### config.mk
export PLATFORM = sky130hd
export DESIGN_NAME = pipe_height_gen
export DESIGN_NICKNAME = d
export VERILOG_FILES = /design/src/rtl/pipe_height_gen.sv
export SDC_FILE = /design/constraint.sdc
export NUM_CORES = 1
export LEC_CHECK = 0
export BUFFER_PORTS_ARGS = -buffer_cell sky130_fd_sc_hd__buf_2
export CAP_MARGIN = 20
export CORE_MARGIN = 2
export CORE_UTILIZATION = 59
export CTS_BUF_LIST = sky130_fd_sc_hd__clkbuf_16
export DETAILED_ROUTE_END_ITERATION = 7
export PLACE_DENSITY = 0.81
export SYNTH_ARGS = -nofsm -noshare
export SYNTH_HDL_FRONTEND = slang
export SYNTH_SLANG_ARGS = --single-unit
### constraint.sdc
create_clock -name clk -period 6.3 [get_ports clk]
set_clock_uncertainty 0.2 [all_clocks]
set_input_delay 0.63 -clock clk [delete_from_list [all_inputs] [get_ports clk]]
set_output_delay 0.63 -clock clk [all_outputs]
set_load 0.01 [all_outputs]
### src/rtl/pipe_height_gen.sv
// -----------------------------------------------------------------------------
// pipe_height_gen
//
// Holds a NUM_PIPES-deep queue of pipe top-edge Y coordinates (index 0 is the
// pipe nearest the bird). An advance shifts the queue and appends a new tail
// height, chosen by a deterministic rotation or a 16-bit Galois LFSR and
// slew-limited to MAX_DELTA levels from the previous tail. A load refills the
// whole queue deterministically starting from seed_idx.
//
// Ports:
//   clk        system clock, rising edge
//   rst_n      asynchronous active-low reset
//   advance    one-cycle request to shift the queue
//   load       one-cycle request to refill the queue (wins over everything)
//   seed_idx   starting level for load, taken mod NUM_LEVELS
//   rand_mode  1 = LFSR levels, 0 = rotation; sampled in DRAW
//   pipe_y     packed heights, pipe k at [k*Y_W +: Y_W]
//   ready      high only while idle with no request in flight
//   gen_count  pipes generated since reset/load (wraps)
//   overflow   sticky, set when an advance request is dropped
// -----------------------------------------------------------------------------
module pipe_height_gen #(
    parameter int          NUM_PIPES  = 4,
    parameter int          Y_W        = 10,
    parameter int          Y_MIN      = 100,
    parameter int          Y_STEP     = 50,
    parameter int          NUM_LEVELS = 4,
    parameter int          MAX_DELTA  = 3,
    parameter logic [15:0] LFSR_SEED  = 16'hACE1
) (
    input  logic                     clk,
    input  logic                     rst_n,
    input  logic                     advance,
    input  logic                     load,
    input  logic [3:0]               seed_idx,
    input  logic                     rand_mode,
    output logic [NUM_PIPES*Y_W-1:0] pipe_y,
    output logic                     ready,
    output logic [15:0]              gen_count,
    output logic                     overflow
);

    localparam int                K_W      = $clog2(NUM_PIPES);
    localparam logic [K_W-1:0]    K_LAST   = K_W'(NUM_PIPES - 1);
    localparam logic [3:0]        LVL_LAST = 4'(NUM_LEVELS - 1);
    localparam logic [4:0]        NL5      = 5'(NUM_LEVELS);
    localparam logic [7:0]        NL8      = 8'(NUM_LEVELS);
    localparam logic signed [9:0] MAXD_S   = 10'(MAX_DELTA);
    localparam logic signed [9:0] MAXL_S   = 10'(NUM_LEVELS - 1);
    localparam logic [3:0]        RST_LAST = 4'((NUM_PIPES - 1) % NUM_LEVELS);

    typedef enum logic [2:0] {
        S_IDLE,
        S_FILL,
        S_DRAW,
        S_MOD,
        S_CLAMP,
        S_SHIFT
    } state_t;

    state_t         state, state_d;
    logic [K_W-1:0] k, k_d;
    logic [7:0]     rem, rem_d;
    logic [3:0]     lvl, lvl_d;
    logic [3:0]     last_lvl, last_d;
    logic [15:0]    lfsr, lfsr_d;
    logic [15:0]    gen_q, gen_d;
    logic           ovf_q, ovf_d;
    logic           pending, pend_d;
    logic           adv_q;
    logic [Y_W-1:0] pipe_q [NUM_PIPES];
    logic [Y_W-1:0] pipe_d [NUM_PIPES];
    logic [3:0]     fill_lvl;
    logic [7:0]     rem_sub;

    function automatic logic [Y_W-1:0] lvl_to_y(input logic [3:0] l);
        return Y_W'(Y_MIN) + Y_W'(l) * Y_W'(Y_STEP);
    endfunction

    function automatic logic [3:0] seed_lvl(input logic [3:0] s, input logic [4:0] idx);
        logic [4:0] sum;
        sum = {1'b0, s} + idx;
        return 4'(sum % NL5);
    endfunction

    function automatic logic [15:0] lfsr_step(input logic [15:0] v);
        return {1'b0, v[15:1]} ^ (v[0] ? 16'hB400 : 16'h0000);
    endfunction

    // Signed window [last-MAX_DELTA, last+MAX_DELTA] intersected with the
    // legal level range; lo may go negative, hence the signed arithmetic.
    function automatic logic [3:0] clamp_lvl(input logic [7:0] r, input logic [3:0] last);
        logic signed [9:0] v, lo, hi;
        v  = signed'({2'b00, r});
        lo = signed'({6'b000000, last}) - MAXD_S;
        hi = signed'({6'b000000, last}) + MAXD_S;
        if (v < lo) v = lo;
        if (v > hi) v = hi;
        if (v < 10'sd0) v = 10'sd0;
        if (v > MAXL_S) v = MAXL_S;
        return v[3:0];
    endfunction

    assign fill_lvl = seed_lvl(seed_idx, 5'(k));
    assign rem_sub  = rem - NL8;

    // State and datapath registers. The advance strobe is registered once so
    // that the FSM and the pending/overflow logic see one aligned request.
    always_ff @(posedge clk or negedge rst_n) begin
        if (!rst_n) begin
            state    <= S_IDLE;
            k        <= '0;
            rem      <= '0;
            lvl      <= '0;
            last_lvl <= RST_LAST;
            lfsr     <= LFSR_SEED;
            gen_q    <= '0;
            ovf_q    <= 1'b0;
            pending  <= 1'b0;
            adv_q    <= 1'b0;
            for (int i = 0; i < NUM_PIPES; i++)
                pipe_q[i] <= lvl_to_y(4'(i % NUM_LEVELS));
        end else begin
            state    <= state_d;
            k        <= k_d;
            rem      <= rem_d;
            lvl      <= lvl_d;
            last_lvl <= last_d;
            lfsr     <= lfsr_d;
            gen_q    <= gen_d;
            ovf_q    <= ovf_d;
            pending  <= pend_d;
            adv_q    <= advance & ~load;
            for (int i = 0; i < NUM_PIPES; i++)
                pipe_q[i] <= pipe_d[i];
        end
    end

    always_comb begin
        state_d = state;
        k_d     = k;
        rem_d   = rem;
        lvl_d   = lvl;
        last_d  = last_lvl;
        lfsr_d  = lfsr;
        gen_d   = gen_q;
        ovf_d   = ovf_q;
        pend_d  = pending;
        for (int i = 0; i < NUM_PIPES; i++)
            pipe_d[i] = pipe_q[i];

        if (state != S_IDLE && load) begin
            // Abort whatever is in flight; nothing partial is committed.
            state_d = S_FILL;
            k_d     = '0;
            pend_d  = 1'b0;
        end else begin
            // One request may wait while busy; a second is dropped.
            if (state != S_IDLE && adv_q) begin
                if (pending) ovf_d  = 1'b1;
                else         pend_d = 1'b1;
            end

            case (state)
                S_IDLE: begin
                    if (load) begin
                        state_d = S_FILL;
                        k_d     = '0;
                    end else if (adv_q) begin
                        state_d = S_DRAW;
                    end
                end
                S_FILL: begin
                    pipe_d[k] = lvl_to_y(fill_lvl);
                    if (k == K_LAST) begin
                        last_d  = fill_lvl;
                        gen_d   = '0;
                        pend_d  = 1'b0;
                        state_d = S_IDLE;
                    end else begin
                        k_d = k + 1'b1;
                    end
                end
                S_DRAW: begin
                    if (rand_mode) begin
                        lfsr_d  = lfsr_step(lfsr);
                        rem_d   = lfsr_d[7:0];
                        state_d = S_MOD;
                    end else begin
                        rem_d   = (last_lvl == LVL_LAST) ? 8'd0 : {4'd0, last_lvl + 4'd1};
                        state_d = S_CLAMP;
                    end
                end
                S_MOD: begin
                    // Leave as soon as the remainder is in range so a value
                    // of q*NUM_LEVELS+r costs q cycles (min 1).
                    if (rem >= NL8) begin
                        rem_d = rem_sub;
                        if (rem_sub < NL8) state_d = S_CLAMP;
                    end else begin
                        state_d = S_CLAMP;
                    end
                end
                S_CLAMP: begin
                    lvl_d   = clamp_lvl(rem, last_lvl);
                    state_d = S_SHIFT;
                end
                S_SHIFT: begin
                    for (int i = 0; i < NUM_PIPES - 1; i++)
                        pipe_d[i] = pipe_q[i + 1];
                    pipe_d[NUM_PIPES-1] = lvl_to_y(lvl);
                    last_d = lvl;
                    gen_d  = gen_q + 16'd1;
                    // A request arriving on this very cycle continues
                    // straight into the next draw instead of idling.
                    if (pending || adv_q) begin
                        pend_d  = 1'b0;
                        state_d = S_DRAW;
                    end else begin
                        state_d = S_IDLE;
                    end
                end
                default: state_d = S_IDLE;
            endcase
        end
    end

    always_comb begin
        for (int i = 0; i < NUM_PIPES; i++)
            pipe_y[i*Y_W +: Y_W] = pipe_q[i];
    end

    assign ready     = (state == S_IDLE) && !adv_q;
    assign gen_count = gen_q;
    assign overflow  = ovf_q;

endmodule
==> flow_summary.json <==
{
  "p_seq_frac": 0.347,
  "ctsResizeCount": 0,
  "timing_hold_violations_final": 4,
  "fp.dieH_um": 100,
  "synth_top_family_by_area": "simple AND/OR/NAND/NOR gates",
  "hold_ws_ns": -0.00262,
  "ff2ff_setup_slack_ns": 0.74,
  "synth-edff-count": 0,
  "ys_seq_area_frac": 0.427,
  "tns_ns": 0,
  "pin_count": 67,
  "switching_share": 0.411,
  "grt_pass1_wl_um": 20000,
  "pwr-share-clk": 0.197,
  "cp_num_buf_inv": 2,
  "nNetsFinal": 674,
  "syn_area_um2": 5470,
  "portBuffers": 60,
  "gr-usage-all-layers": 0.247,
  "dp_hpwl_um": 8430,
  "place_ws_ns": 0.796,
  "max_stage_delay_ns": 0.61,
  "routed-via-count": 4431,
  "ant_nets": 0,
  "drt_pass1_iterations": 5,
  "synth_top_area_share": 0.302,
  "synth_fa_ha_area_frac": 0.0883,
  "synthMuxAreaShare": 0.0288,
  "violations": "hold timing",
  "async_flop_share": 1.00,
  "diodes": 0,
  "crit_path_end_kind": "flop",
  "syn_to_final_growth_pct": 10.9,
  "postSynthAreaPerCell_um2": 9.35,
  "routed_wl_um": 11800,
  "hold_class": "primary input to async pin",
  "ir_drop_v": 0.000186,
  "cts_tree": "built",
  "crit_path_top_delay_cell": "dfstp_2",
  "p_comb_frac": 0.456,
  "drt_iter0_markers": 231,
  "grt_overflow": 0,
  "worst_path_most_repeated_cell": "ha_1",
  "synth_commonest_cells": "71 x nor2_1, 66 x dfrtp_1, 53 x a21oi_1",
  "status": "complete, but fails checks",
  "vias_per_cell": 5.96,
  "grt_pass1_vias": 4243,
  "power_density_nw_per_um2": 428,
  "setup_viol": 0,
  "drv_cap": 0,
  "synth-simple-area-share": 0.183,
  "wire_per_inst_um": 15.9,
  "cts-htree-levels": 3,
  "intPower_mw": 1.53,
  "coreArea_um2": 9110,
  "fin_crit_sh": 0.883,
  "clockBufferDepth": 2,
  "drv_slew": 0,
  "grt_antenna_before_repair": 0,
  "synth_cell_type_count": 62,
  "numCtsBuffers": 9,
  "drive_above_1_share": 0.207,
  "cpLargestDelayFamily": "compound AO/OA/AOI/OAI gates",
  "worstMarginPinSlew_ns": 0.793,
  "synth.area.top_cells": "dfrtp_1 30%, dfstp_2 12%, ha_1 8.5%",
  "switchingPower_mw": 1.07,
  "fin_crit_ns": 5.56,
  "die_width_um": 100,
  "yosys_warnings": 0,
  "design.die.area_um2": 10100,
  "arrival_ns": 5.58,
  "fillCellCount": 725,
  "worstPathCellList": "inv_1 > ha_1 > inv_1 > ha_1 > o21a_1 > o21a_1 > o21ai_0 > a21o_1 > a21oi_1 > ha_1 > or3b_2 > nand3_1 > ha_1 > a21o_1 > a2111oi_0 > o31ai_1 > ha_1 > o211ai_1 > a211oi_1 > a211o_1 > o22a_1",
  "gp_congestion": 0.865,
  "finalInstanceArea_um2": 6070,
  "synth_cells": 585,
  "synth_most_common_cell": "nor2_1",
  "slew_headroom": 0.472,
  "place_inst": 727,
  "ys.flop_type": "dfrtp_1",
  "crit_fanout": 17,
  "clock-sinks": 92,
  "worstSkewPairLatency_ns": 0.34,
  "cts.reportedPaths.clkPinSlew_ns": 0.07,
  "drt_drc_violations_left": 0,
  "root_buffer": "clkbuf_16",
  "worstSetupPathType": "flop to flop",
  "yosysTopAreaCell": "dfrtp_1",
  "hold_buffers": 0,
  "dpl_cell_area_um2": 5780,
  "postCtsSetupRepairBufs": 0,
  "std_cell_rows": 35,
  "synth-compound-area-share": 0.168,
  "fmax_mhz": 180,
  "synth_xor_area_frac": 0.0554,
  "yosys_register_bits": 92,
  "grt_max_degree": 66,
  "start_kind": "flop",
  "initial_utilization": 0.601,
  "fin_cells": 743,
  "finalWorstSetupSlack_ns": 0.739,
  "rsz0062_at_grt": "no",
  "p_leak_nw": 2.82,
  "crit_required_ns": 6.32
}
## final cells by class
class | count | area (µm²) | area share
tap | 111 | 139 | 0.0229
sequential | 92 | 2330 | 0.385
multi-input combinational | 433 | 2880 | 0.474
clock buffer | 9 | 225 | 0.0371
timing repair buffer | 62 | 318 | 0.0524
clock inverter | 7 | 63.8 | 0.0105
inverter | 29 | 109 | 0.0179
## logic make-up after synthesis
group / count (synthesis)
simple gates: 196
xor+xnor: 33
flops: 92
buf+inv: 63
fa+ha+maj: 38
other cells: 1
compound gates: 148
mux: 14
## worst paths after layout
check,startpoint,endpoint,cells past startpoint
max in group asynchronous,rst_n,state[2],2
min in group clk,lfsr[12],lfsr[12],2
max,last_lvl[0],lvl[1],21
min,rst_n,pipe_y[19],1
min reg2reg,lfsr[12],lfsr[12],2
max reg2reg,last_lvl[0],lvl[1],21
## sequential cells by signal (all words and copies together), names as in the netlist
name and count:
pipe_y 36, gen_count 16, lfsr 16, rem 8, last_lvl 4, lvl 4, state 3, k 2
adv_q 1, overflow 1, pending 1
## worst register-to-register path, delay by kind of cell, from the launching register on
kind,cells,cell delay [ns]
buffers and inverters,2,0.25
adder cells (fa/ha/maj),5,1.63
AND/OR/NAND/NOR,2,0.63
AO/OA/AOI/OAI,12,2.15
flip-flops,1,0.61
## layer usage
layer | track usage | up-vias | share of wire
met3 | 0.0460 | 18 | 0.041
met1 | 0.336 | 2157 | 0.45
met4 | 0.0811 | 0 | 0.017
met5 | 0 | - | 0
met2 | 0.402 | 110 | 0.49
li1 | - | 2146 | -
## layout by cell type, fill, tap and decap left out, types with 5 or more instances in the layout
cell type	count
a21oi_1	53
a22o_1	6
a22oi_1	11
a31oi_1	7
and3_1	5
buf_2	59
clkbuf_16	9
dfrtp_1	66
dfstp_2	26
ha_1	37
inv_1	29
mux2_2	14
nand2_1	31
nand3_1	19
nand4_1	5
nor2_1	70
nor2b_1	5
nor3_1	12
nor3b_1	14
o21a_1	5
o21ai_0	32
o31ai_1	5
xnor2_1	14
xor2_1	18
## per-stage QoR
stage          utilization  power (mW)
2_1_floorplan            -        1.75
3_3_place_gp         0.634        2.03
3_5_place_dp         0.634        2.08
4_1_cts              0.666        2.60
5_1_grt              0.666        2.82
6_report             0.666        2.60
## power groups by stage
stage	combinational [mW]	sequential (mW)	clock, mW
2_1_floorplan	0.831	0.920	0
5_1_grt	1.35	0.920	0.549
6_report	1.19	0.902	0.512
3_3_place_gp	1.14	0.897	0
4_1_cts	1.18	0.896	0.522
3_5_place_dp	1.17	0.905	0
Power figures use the tool's default switching activity.
